--- src/rtl/rr_mux_arbiter_pkg.sv ---
// Shared types and the rotate-priority pick used by the arbiter slice.
// Latency: n/a (types and a pure combinational function).
// Backpressure: n/a.
//
// Contents:
//   state_t   - arbiter FSM state (IDLE, BUSY)
//   rr_pick() - first requesting index scanning last_grant+1, +2 ... mod d
//
// The rr_pick request vector is sized for RR_MAX_A select bits. Narrower
// arbiters zero-extend their requests into it.
package rr_mux_arbiter_pkg;

  localparam int unsigned RR_MAX_A = 8;
  localparam int unsigned RR_MAX_D = 1 << RR_MAX_A;

  typedef enum logic {
    IDLE = 1'b0,
    BUSY = 1'b1
  } state_t;

  // Returns the first set bit of req, starting just after last_grant and
  // wrapping modulo d. When req has no set bit, last_grant is returned and the
  // caller's "any" flag must gate its use.
  function automatic int unsigned rr_pick(
    input logic [RR_MAX_D-1:0] req,
    input int unsigned         last_grant,
    input int unsigned         d
  );
    logic [RR_MAX_A-1:0] idx;
    logic                found;
    rr_pick = last_grant;
    found   = 1'b0;
    for (int unsigned i = 1; i <= RR_MAX_D; i++) begin
      idx = RR_MAX_A'((last_grant + i) % d);
      if (!found && (i <= d) && req[idx]) begin
        rr_pick = int'(idx);
        found   = 1'b1;
      end
    end
  endfunction

endpackage

--- src/rtl/rr_mux_arbiter_arbiter.sv ---
// Combinational rotate-priority picker: lowest index after last_grant wins.
// Latency: 0 cycles (purely combinational).
// Backpressure: none; the caller decides when the grant is taken.
//
// Ports:
//   req        in   D  per-source request
//   last_grant in   A  index granted most recently (lowest priority now)
//   grant_idx  out  A  picked index (meaningful only when any=1)
//   any        out  1  at least one request present
module rr_arbiter
  import rr_mux_arbiter_pkg::*;
#(
  parameter int A = 2,
  parameter int D = 2 ** A
) (
  input  logic [D-1:0] req,
  input  logic [A-1:0] last_grant,
  output logic [A-1:0] grant_idx,
  output logic         any
);

  logic [RR_MAX_D-1:0] req_ext;

  always_comb begin
    req_ext        = '0;
    req_ext[D-1:0] = req;
    grant_idx      = A'(rr_pick(req_ext, 32'(last_grant), D));
    any            = |req;
  end

endmodule

--- src/rtl/rr_mux_arbiter.sv ---
// Packet-aware round-robin arbiter driving a registered D:1 beat mux.
// Latency: in_valid at cycle 0 -> select at cycle 1 -> out_valid at cycle 2; then 1 beat/cycle.
// Backpressure: single-entry output register; out_valid && !out_ready drops in_ready, all holds.
//
// Build option: RR_MUX_ARBITER_WATCHDOG_EN adds an idle-beat watchdog. When the
// granted source shows no valid for TIMEOUT cycles, the grant is released and
// timeout pulses for one cycle. Without the macro, timeout is tied low.
//
// Ports:
//   clk, reset            clock, synchronous active-high reset
//   in_valid/in_last [D]  per-source beat valid / last beat of packet
//   in_data [D-1:0]       per-source W-bit beat
//   in_ready [D]          per-source ready (one-hot or zero)
//   select [A]            live grant index, stable for the whole packet
//   out_valid/out_last    registered output beat flags
//   out_data [W]          registered output beat
//   out_ready             downstream ready
//   timeout               watchdog release pulse
module rr_mux_arbiter
  import rr_mux_arbiter_pkg::*;
#(
  parameter int A       = 2,
  parameter int W       = 32,
  parameter int D       = 2 ** A,
  parameter int TIMEOUT = 255
) (
  input  logic         clk,
  input  logic         reset,
  input  logic [D-1:0] in_valid,
  input  logic [D-1:0] in_last,
  input  logic [W-1:0] in_data [D-1:0],
  output logic [D-1:0] in_ready,
  output logic [A-1:0] select,
  output logic         out_valid,
  output logic         out_last,
  output logic [W-1:0] out_data,
  input  logic         out_ready,
  output logic         timeout
);

  if (A < 1 || A > RR_MAX_A) begin : g_bad_a
    $error("rr_mux_arbiter: A out of range");
  end
  if (TIMEOUT < 1) begin : g_bad_timeout
    $error("rr_mux_arbiter: TIMEOUT must be >= 1");
  end

  state_t       state;
  logic [A-1:0] last_grant;
  logic [A-1:0] pick_idx;
  logic         pick_any;
  logic         load_en;
  logic         accept;

  rr_arbiter #(
    .A(A),
    .D(D)
  ) u_arb (
    .req       (in_valid),
    .last_grant(last_grant),
    .grant_idx (pick_idx),
    .any       (pick_any)
  );

  // The output register can take a beat when empty or being drained this cycle.
  assign load_en = !out_valid || out_ready;
  assign accept  = (state == BUSY) && in_valid[select] && load_en;

  always_comb begin
    in_ready = '0;
    if (state == BUSY) begin
      in_ready[select] = load_en;
    end
  end

`ifdef RR_MUX_ARBITER_WATCHDOG_EN
  localparam int WD_W = $clog2(TIMEOUT + 1);
  logic [WD_W-1:0] wd_cnt;
  logic            timeout_q;

  assign timeout = timeout_q;
`else
  assign timeout = 1'b0;
`endif

  always_ff @(posedge clk) begin
    if (reset) begin
      state      <= IDLE;
      select     <= '0;
      last_grant <= A'(D - 1);
      out_valid  <= 1'b0;
      out_last   <= 1'b0;
      out_data   <= '0;
`ifdef RR_MUX_ARBITER_WATCHDOG_EN
      wd_cnt     <= '0;
      timeout_q  <= 1'b0;
`endif
    end else begin
      // Output register: a new beat overwrites; otherwise drain on out_ready.
      if (accept) begin
        out_data  <= in_data[select];
        out_last  <= in_last[select];
        out_valid <= 1'b1;
      end else if (out_ready) begin
        out_valid <= 1'b0;
      end

`ifdef RR_MUX_ARBITER_WATCHDOG_EN
      timeout_q <= 1'b0;
`endif

      case (state)
        IDLE: begin
`ifdef RR_MUX_ARBITER_WATCHDOG_EN
          wd_cnt <= '0;
`endif
          if (pick_any) begin
            select <= pick_idx;
            state  <= BUSY;
          end
        end
        BUSY: begin
          if (accept && in_last[select]) begin
            last_grant <= select;
            state      <= IDLE;
          end
`ifdef RR_MUX_ARBITER_WATCHDOG_EN
          // Only cycles where the granted source has nothing to offer count as
          // idle; downstream stalls never trip the watchdog.
          else if (!in_valid[select] && (wd_cnt == WD_W'(TIMEOUT - 1))) begin
            last_grant <= select;
            state      <= IDLE;
            timeout_q  <= 1'b1;
          end
          if (accept) begin
            wd_cnt <= '0;
          end else if (!in_valid[select]) begin
            wd_cnt <= wd_cnt + 1'b1;
          end
`endif
        end
        default: state <= IDLE;
      endcase
    end
  end

endmodule
--- config.mk ---
export PLATFORM = sky130hd
export DESIGN_NAME = rr_mux_arbiter
export DESIGN_NICKNAME = d
export VERILOG_FILES = /design/src/rtl/rr_mux_arbiter_pkg.sv /design/src/rtl/rr_mux_arbiter_arbiter.sv /design/src/rtl/rr_mux_arbiter.sv
export SDC_FILE = /design/constraint.sdc
export NUM_CORES = 1
export LEC_CHECK = 0
export ABC_AREA = 1
export BUFFER_PORTS_ARGS = -buffer_cell sky130_fd_sc_hd__buf_2
export CORE_MARGIN = 1
export CORE_UTILIZATION = 40
export CTS_CLUSTER_SIZE = 24
export DETAILED_ROUTE_END_ITERATION = 8
export PLACE_DENSITY = 0.84
export REMOVE_ABC_BUFFERS = 1
export SYNTH_ARGS = -nofsm -noshare
export SYNTH_HDL_FRONTEND = slang
export SYNTH_SLANG_ARGS = --single-unit
--- constraint.sdc ---
create_clock -name clk -period 1.98 [get_ports clk]
set_input_delay 0.198 -clock clk [delete_from_list [all_inputs] [get_ports clk]]
set_output_delay 0.198 -clock clk [all_outputs]
set_load 0.02 [all_outputs]
After elaboration in Yosys (flattened, before gate mapping)
Index checks and enable logic that the tools add are counted.
Widths: inputs -> output; s select.
Storage, ports and cells
  input bits: 139
  output and inout port bits: 41
  flip-flop bits (word level): 39
  logic and storage cells: 63
Cells by class
  multiplexer cells: 29
  reductions and logical operators: 16
  add/sub/neg operators: 4
  $lt $le $gt $ge: 6
  bitwise logic cells: 2
Operator list (number)
  $bmux 32 s2: 1
  $lt 2x9->1 const B: 4
  $mux 32: 1
  $mux 1: 14
  $bmux 1 s2: 6
  $mux 2: 4
  $logic_and 1x1->1: 7
  $add 2x1->2 const B: 2
  $add 2x2->2 const B: 2
  $and 4x4->4: 1
  $logic_not 1->1: 4
  $mux 4: 1
  $reduce_and 2->1: 2
  $reduce_or 4->1: 1
  $lt 2x3->1 const B: 1
  $demux 1 s2: 1
  $ge 2x1->1 const B: 1
  $pmux 1 s2: 1
  $reduce_bool 2->1: 1
  $logic_or 1x1->1: 1
  $not 1->1: 1

Logic depth before layout (Yosys ltp)
Gate-level depths: netlist (run 1).
  depth in word-level cells: 13
  depth in mapped cells: 11
  gate-level depth less buffers: 11

Hierarchy
A second synthesis (run 1) with hierarchy kept.
Unflattened totals
  cells, all modules: 422
  area total of the unflattened synthesis: 2582.5 µm²
By module, submodules not included
  rr_mux_arbiter: times used 1, cells each 378, area an instance 2328.5 µm², sequential area each 780.7 µm²
  rr_arbiter: times used 1, cells each 44, area an instance 254.0 µm², sequential area each 0.0 µm²

Least setup slack after synthesis (run 1)
Ideal clock, no wire load.
  path kind: register -> register
  start point: register select[0]
  end point: register out_data[10]
  period minus slack after synthesis: 1.535 ns
  arrival: 1.413 ns
  slack: 0.445 ns
  path buffers: 3
  stages on the path, launching flop included: 11
  library setup time: 0.122 ns
  path through: dfxtp_1 > buf_4 > inv_2 > nor2_4 > nand2_1 > nand4_1 > nand2_1 > inv_2 > buf_6 > buf_2 > a21oi_1
Between the ends
  longest elaborated chain between the ends: 4
  elaborated cells on any way between the ends: 6
  classes of those cells: mux: 4; reduce/logical: 2
Ends and longest elaborated chain
  start, declared: line rr_mux_arbiter.sv:33  | output logic [A-1:0] select,
  start signal, assigned: line rr_mux_arbiter.sv:118  | select <= pick_idx;
  $bmux 1 s2: line rr_mux_arbiter.sv:67  | assign accept = (state == BUSY) && in_valid[select] && load_en;
  $mux 1 (not written as such): line rr_mux_arbiter.sv:67
  $logic_and 1x1->1 (2 in series): line rr_mux_arbiter.sv:67
  end signal, assigned: line rr_mux_arbiter.sv:101  | out_data <= in_data[select];
  end, declared: line rr_mux_arbiter.sv:36  | output logic [W-1:0] out_data,
Several ways; a longest one is shown, not always the timed one. The select of a mux whose other input is x is not followed.
A chain may end at the register's enable or synchronous reset.

Worst setup path after layout (run 1)
  start point: register select[1]
  end point: register last_grant[0]
Between the ends
  longest elaborated chain between the ends: 6
  elaborated cells on any way between the ends: 8
  classes of those cells: mux: 4; reduce/logical: 4
Ends and longest elaborated chain
  $bmux 1 s2: line rr_mux_arbiter.sv:67
  $mux 1 (not written as such): line rr_mux_arbiter.sv:67
  $logic_and 1x1->1 (2 in series): line rr_mux_arbiter.sv:67
  $logic_and 1x1->1 (*): line rr_mux_arbiter.sv:123  | if (accept && in_last[select]) begin
  $reduce_and 2->1 (no source line) (*)
  end signal, assigned: line rr_mux_arbiter.sv:90  | last_grant <= A'(D - 1);
  end signal, assigned: line rr_mux_arbiter.sv:124  | last_grant <= select;
  end, declared: line rr_mux_arbiter.sv:49  | logic [A-1:0] last_grant;
Mark *: on every way between the ends. The rest lies on a longest branch, timed or not. The select of a mux whose other input is x is not followed.

==> flow_summary.ini, run 1 <==
[setup_path]
cp-start-kind = register
rr_worst_depth = 8
critPathCaptureType = register
critPathKind = register to register
required_ps = 2140
cp.arrival_ps = 1910
crit_fanout = 33

[floorplanning]
coreArea_um2 = 5570
die_w_um = 78.5
ios = 180
row_count = 27
fp.dieH_um = 78.5
initial_utilization_pct = 42.0
die_area_um2 = 6170

[sta]
hold_violations = 0
period_share_pct = 88.4
fin_skew_ps = 5.55
rsz0062_at_grt = false
setup_viol = 0
finalCriticalPeriod_ps = 1750
slew_violations = 0
holdWs_ps = 157
timing.fmax_ghz = 0.571

[clock_tree]
path_clk_slew_ps = 70
htreeDepth = 2
cts_root_buffer = clkbuf_8
cts_buffers = 5
cts.sinks = 39
clk-insertion-delay-late_ps = 290
holdBufCountCts = 0
clockBufferDepth = 2
cts_tree = done

[pwr]
seqPwrFrac_pct = 33.5
ir_drop_mv = 0.362
p_int_mw = 1.78
switching_share_pct = 39.3
p_clk_share_pct = 21.6
comb_power_share_pct = 44.9
leakagePower_nw = 1.81
power_mw = 2.93
powerDensity_nw_per_um2 = 867
total_switching_power_mw = 1.15

[layout]
instances_no_fill = 593
antenna_cells = 0
drive_gt1_share_pct = 41.5
area_growth_pct = 44.2
design_area_um2 = 3380
final_nets = 660
nFillCells = 539

[global_routing]
grt_max_degree = 34
grt_pass1_vias = 2840
grt_overflow = 0
grt_pass1_wl_mm = 12.3
antenna_found_initial = 0
track_usage_pct = 25.0

[detailed_routing]
viasPerCell = 5.21
drt_pass1_iterations = 4
drc_errors = 0
detail_route.wl_per_cell_um = 13.1
drt_iter0_drc = 154
vias = 3090
wl_mm = 7.74
final_antenna_net_count = 0

[placement]
dp_cells = 584
dpl_cell_area_um2 = 3260
io_buffer_count = 178
gp_congestion = 0.859
dp_hpwl_mm = 5.80

[synth]
synthesis.area_um2 = 2340
synth_top_area_share_pct = 33.3
ys_warn_count = 0
synth.area.top_cells = dfxtp_1, nand2_1, a21oi_1, a22oi_1, o21ai_0
ys_seq_area_share_pct = 33.3
syn_avg_cell_area_um2 = 6.71
ys_ff_latch = 39
synth_top_area_cell = dfxtp_1
synth_cells = 349
synth_cell_types = 23

[worst_hold_path]
hold-path-cell-count = 2
hold_class = input pin to register

[status]
status = completed

[flow_run]
max_cap_viol_count = 0
## area by class of cell
type	instances	area (um2)	area share, %
Clock inverter	2	37.5	1.11
Timing Repair Buffer	191	988	29.3
Inverter	15	56.3	1.67
Sequential cell	39	781	23.1
Clock buffer	5	68.8	2.04
Multi-Input combinational cell	269	1360	40.1
Tap cell	72	90.1	2.67
## per-stage QoR
step / setup TNS (ps) / utilization [%] / worst slack [ps]
after floorplan: -12360 / - / -478
after global placement: 0 / 58.4 / 320
after detailed placement: 0 / 58.4 / 230
after CTS: 0 / 60.3 / 221
after global routing: 0 / 60.6 / 40.2
final: 0 / 60.6 / 229
## cells in the mapped netlist
cell / n
clkbuf_2: 1
buf_6: 3
a21oi_2: 10
a22oi_1: 33
buf_4: 4
conb_1: 1
o21ai_0: 24
nor2_1: 8
o21ai_1: 10
nand2_2: 1
a21oi_1: 61
buf_2: 10
nor3_1: 3
nand2_1: 104
nand4_1: 2
dfxtp_1: 39
inv_2: 4
a31oi_1: 1
clkbuf_1: 8
nand3_1: 5
inv_1: 11
nor2_4: 3
o211ai_1: 3
## worst paths after layout
check	startpoint	endpoint	slack (ps)
setup reg to reg	select[1]$_SDFFE_PP0P_	last_grant[0]$_SDFFE_PP1P_	230
hold / removal	reset	state$_SDFF_PP0_	160
setup / recovery	select[1]$_SDFFE_PP0P_	last_grant[0]$_SDFFE_PP1P_	230
hold reg to reg	out_last$_SDFFE_PP0P_	out_last$_SDFFE_PP0P_	500
## layout by cell type (no fill, tap or decap), types with 3 or more instances in the layout
cell type,Yosys,final
clkbuf_8,0,5
inv_2,4,4
inv_1,11,11
nor3_1,3,3
buf_2,10,178
buf_4,4,13
o21ai_1,10,10
a22oi_1,33,33
nand2_1,104,104
nor2_4,3,3
dfxtp_1,39,39
o21ai_0,24,24
o211ai_1,3,3
a21oi_1,61,61
nand3_1,5,5
a21oi_2,10,10
nor2_1,8,8
## timing repair
item,CTS,global route
buffers inserted,0,2
gates resized for setup,0,0
hold endpoints to repair,0,0
setup endpoints to repair,0,12
## power groups by stage
stage	Combinational (mW)	Clock [mW]	Sequential, mW
finish	1.32	0.634	0.981
global route	1.47	0.684	0.994
CTS	1.29	0.650	0.980
detailed placement	1.29	0	0.995
global placement	1.26	0	0.992
floorplan	0.670	0	1.13
## metal layers
metal | vias up | share of wire, % | routed length, um | GRT usage [%]
li1 | 1551 | - | - | -
met1 | 1379 | 42 | 3260 | 28.6
met2 | 146 | 49 | 3820 | 45.0
met3 | 14 | 7.0 | 541 | 5.23
met4 | 0 | 1.5 | 117 | 9.44
met5 | - | 0 | 0 | 0
## worst max-delay path: stages (launching register included)
cell	delay [ps]
dfxtp_1	570
inv_2	120
nor2_4	100
buf_4	360
nand2_1	100
nand3_1	120
nand2_2	100
nand2_1	80
o211ai_1	80
## state kept, by name, indices dropped and copies added, names as in the netlist
signal	count
last_grant	2
select	2
state	1
out_data	32
out_last	1
out_valid	1
## kinds of logic (layout without fill, tap and decap cells)
logic type	Yosys count	in the layout	synth area share (%)
buffers and inverters	41	213	8.76
AOI/OAI and AO/OA	142	142	35.8
DFF	39	39	33.3
and+or+nand+nor	126	126	21.9
other	1	1	0.160
Note: power is estimated with default switching activity, not from simulation.
==> inputs of run 2 (changes only) <==
--- a/config.mk
+++ b/config.mk
@@ -8,10 +8,11 @@
 export ABC_AREA = 1
 export BUFFER_PORTS_ARGS = -buffer_cell sky130_fd_sc_hd__buf_2
 export CORE_MARGIN = 1
-export CORE_UTILIZATION = 40
+export CORE_UTILIZATION = 41
+export CTS_BUF_LIST = sky130_fd_sc_hd__clkbuf_8
 export CTS_CLUSTER_SIZE = 24
 export DETAILED_ROUTE_END_ITERATION = 8
-export PLACE_DENSITY = 0.84
+export PLACE_DENSITY = 0.85
 export REMOVE_ABC_BUFFERS = 1
 export SYNTH_ARGS = -nofsm -noshare
 export SYNTH_HDL_FRONTEND = slang
==> run 2 against run 1 <==
Net effect: non-clock buffer count down 3; clock power is 21% lower; hold slack got worse by 1.1 ps; combinational power barely moved; wire length fell by 7.1%; sequential share of layout area increased by 0.22 points; core utilization grew 0.18 points; clock-buffer cell count unchanged.
==> flow_summary.ini, run 2 (same netlist as run 1, synthesis figures left out) <==
[placement]
dp_cells = 583
dp_slack_ps = 275
dpl_cell_area_um2 = 3260
io_buffer_count = 178
dp_hpwl_mm = 5.48
gp_congestion = 0.871

[detailed_routing]
drt_pass1_iterations = 4
final_antenna_net_count = 0
vias = 2988
wl_mm = 7.19
drt_iter0_drc = 132
detail_route.wl_per_cell_um = 12.2
drc_errors = 0
viasPerCell = 5.06

[clock_tree]
cts_setup_buffers = 0
post_cts_resized = 0
holdBufCountCts = 0
path_clk_slew_ps = 70
cts_tree = done
cts_buffers = 5
htreeDepth = 2
clockBufferDepth = 2
cts_root_buffer = clkbuf_8
cts.sinks = 39
clk-insertion-delay-late_ps = 290

[floorplanning]
die_w_um = 77.6
die_area_um2 = 6020
coreArea_um2 = 5510
initial_utilization_pct = 42.5
row_count = 27
fp.dieH_um = 77.6
ios = 180

[layout]
largest_reg_flops = 32
final_nets = 657
final_cell_mix = buf_2, nand2_1, a21oi_1
layout_commonest_cell = buf_2
area_growth_pct = 42.9
drive_gt1_share_pct = 41.0
design_area_um2 = 3350
antenna_cells = 0
top_register = out_data
instances_no_fill = 591
reg_top3 = out_data (32), last_grant (2), select (2)

[global_routing]
grt_pass1_wl_mm = 11.8
grt_pass1_vias = 2706
antenna_found_initial = 0
grt_max_degree = 36
grt_overflow = 0
track_usage_pct = 24.2

[setup_path]
crit_fanout = 33
cp.arrival_ps = 1890
cpMaxStageDelayCell = dfxtp_1
required_ps = 2140
worst-path-buf-inv = 2
critPathKind = register to register
critPathCaptureType = register
crit_chain = nand2_1 > inv_2 > buf_4 > nand2_1 > nand3_1 > nand2_2 > nand2_1 > o211ai_1
cp-start-kind = register
crit_top_cell = nand2_1
critical_path.top_delay_family = flip-flops
critPathMaxStageDelay_ps = 570

[sta]
setup_viol = 0
period_share_pct = 87.3
finalCriticalPeriod_ps = 1730
slew_violations = 0
fin_skew_ps = 5.48
rsz0062_at_grt = false
holdWs_ps = 156
setup_slack_ps = 251
hold_violations = 0
timing.fmax_ghz = 0.578

[worst_hold_path]
hold_class = input pin to register

[pwr]
powerDensity_nw_per_um2 = 829
ir_drop_mv = 0.416
leakagePower_nw = 1.79
power_mw = 2.77

[flow_run]
max_cap_viol_count = 0

[status]
status = completed
run 2: cell types whose count changed in the layout (fill, tap and decap cells not counted), sizes merged:
cell    before  now
bufinv       1    0
clkinv       0    1
inv         15   16
buf        191  188
run 2: cell type report:
type / count / area (um2)
fillers: 539 / 2160
multi-input cells: 269 / 1360
repair buffers: 188 / 978
flip-flops and latches: 39 / 781
well taps: 72 / 90.1
clock buffers: 5 / 68.8
inverters: 15 / 56.3
clock inverters: 3 / 16.3
run 2: stage by stage:
step,utilization (%),setup TNS (ps)
4_1_cts,60.8,0
5_1_grt,60.8,0
3_3_place_gp,59.2,0
6_report,60.8,0
2_1_floorplan,-,-12360
3_5_place_dp,59.2,0
run 2: power by group:
| part | internal, mW | total (mW) | switching, mW |
|---|---|---|---|
| clock network | 0.241 | 0.501 | 0.260 |
| registers | 0.903 | 0.984 | 0.0805 |
| logic | 0.495 | 1.29 | 0.795 |
run 2: worst paths after layout:
kind              slack [ps]              startpoint  cells after the start                         end
setup reg to reg         250  select[1]$_SDFFE_PP0P_                      8  last_grant[0]$_SDFFE_PP1P_
hold reg to reg          510   out_last$_SDFFE_PP0P_                      2       out_last$_SDFFE_PP0P_
hold / removal           160                   reset                      2      out_valid$_SDFFE_PP0P_
setup / recovery         250  select[1]$_SDFFE_PP0P_                      8  last_grant[0]$_SDFFE_PP1P_
run 2: metal layers:
| metal | track usage (%) | routed length [um] | vias to the layer above |
|---|---|---|---|
| met5 | 0 | 0 | - |
| met2 | 46.0 | 3630 | 134 |
| met4 | 7.17 | 82 | 0 |
| met3 | 4.59 | 508 | 11 |
| li1 | - | - | 1541 |
| met1 | 27.0 | 2980 | 1302 |
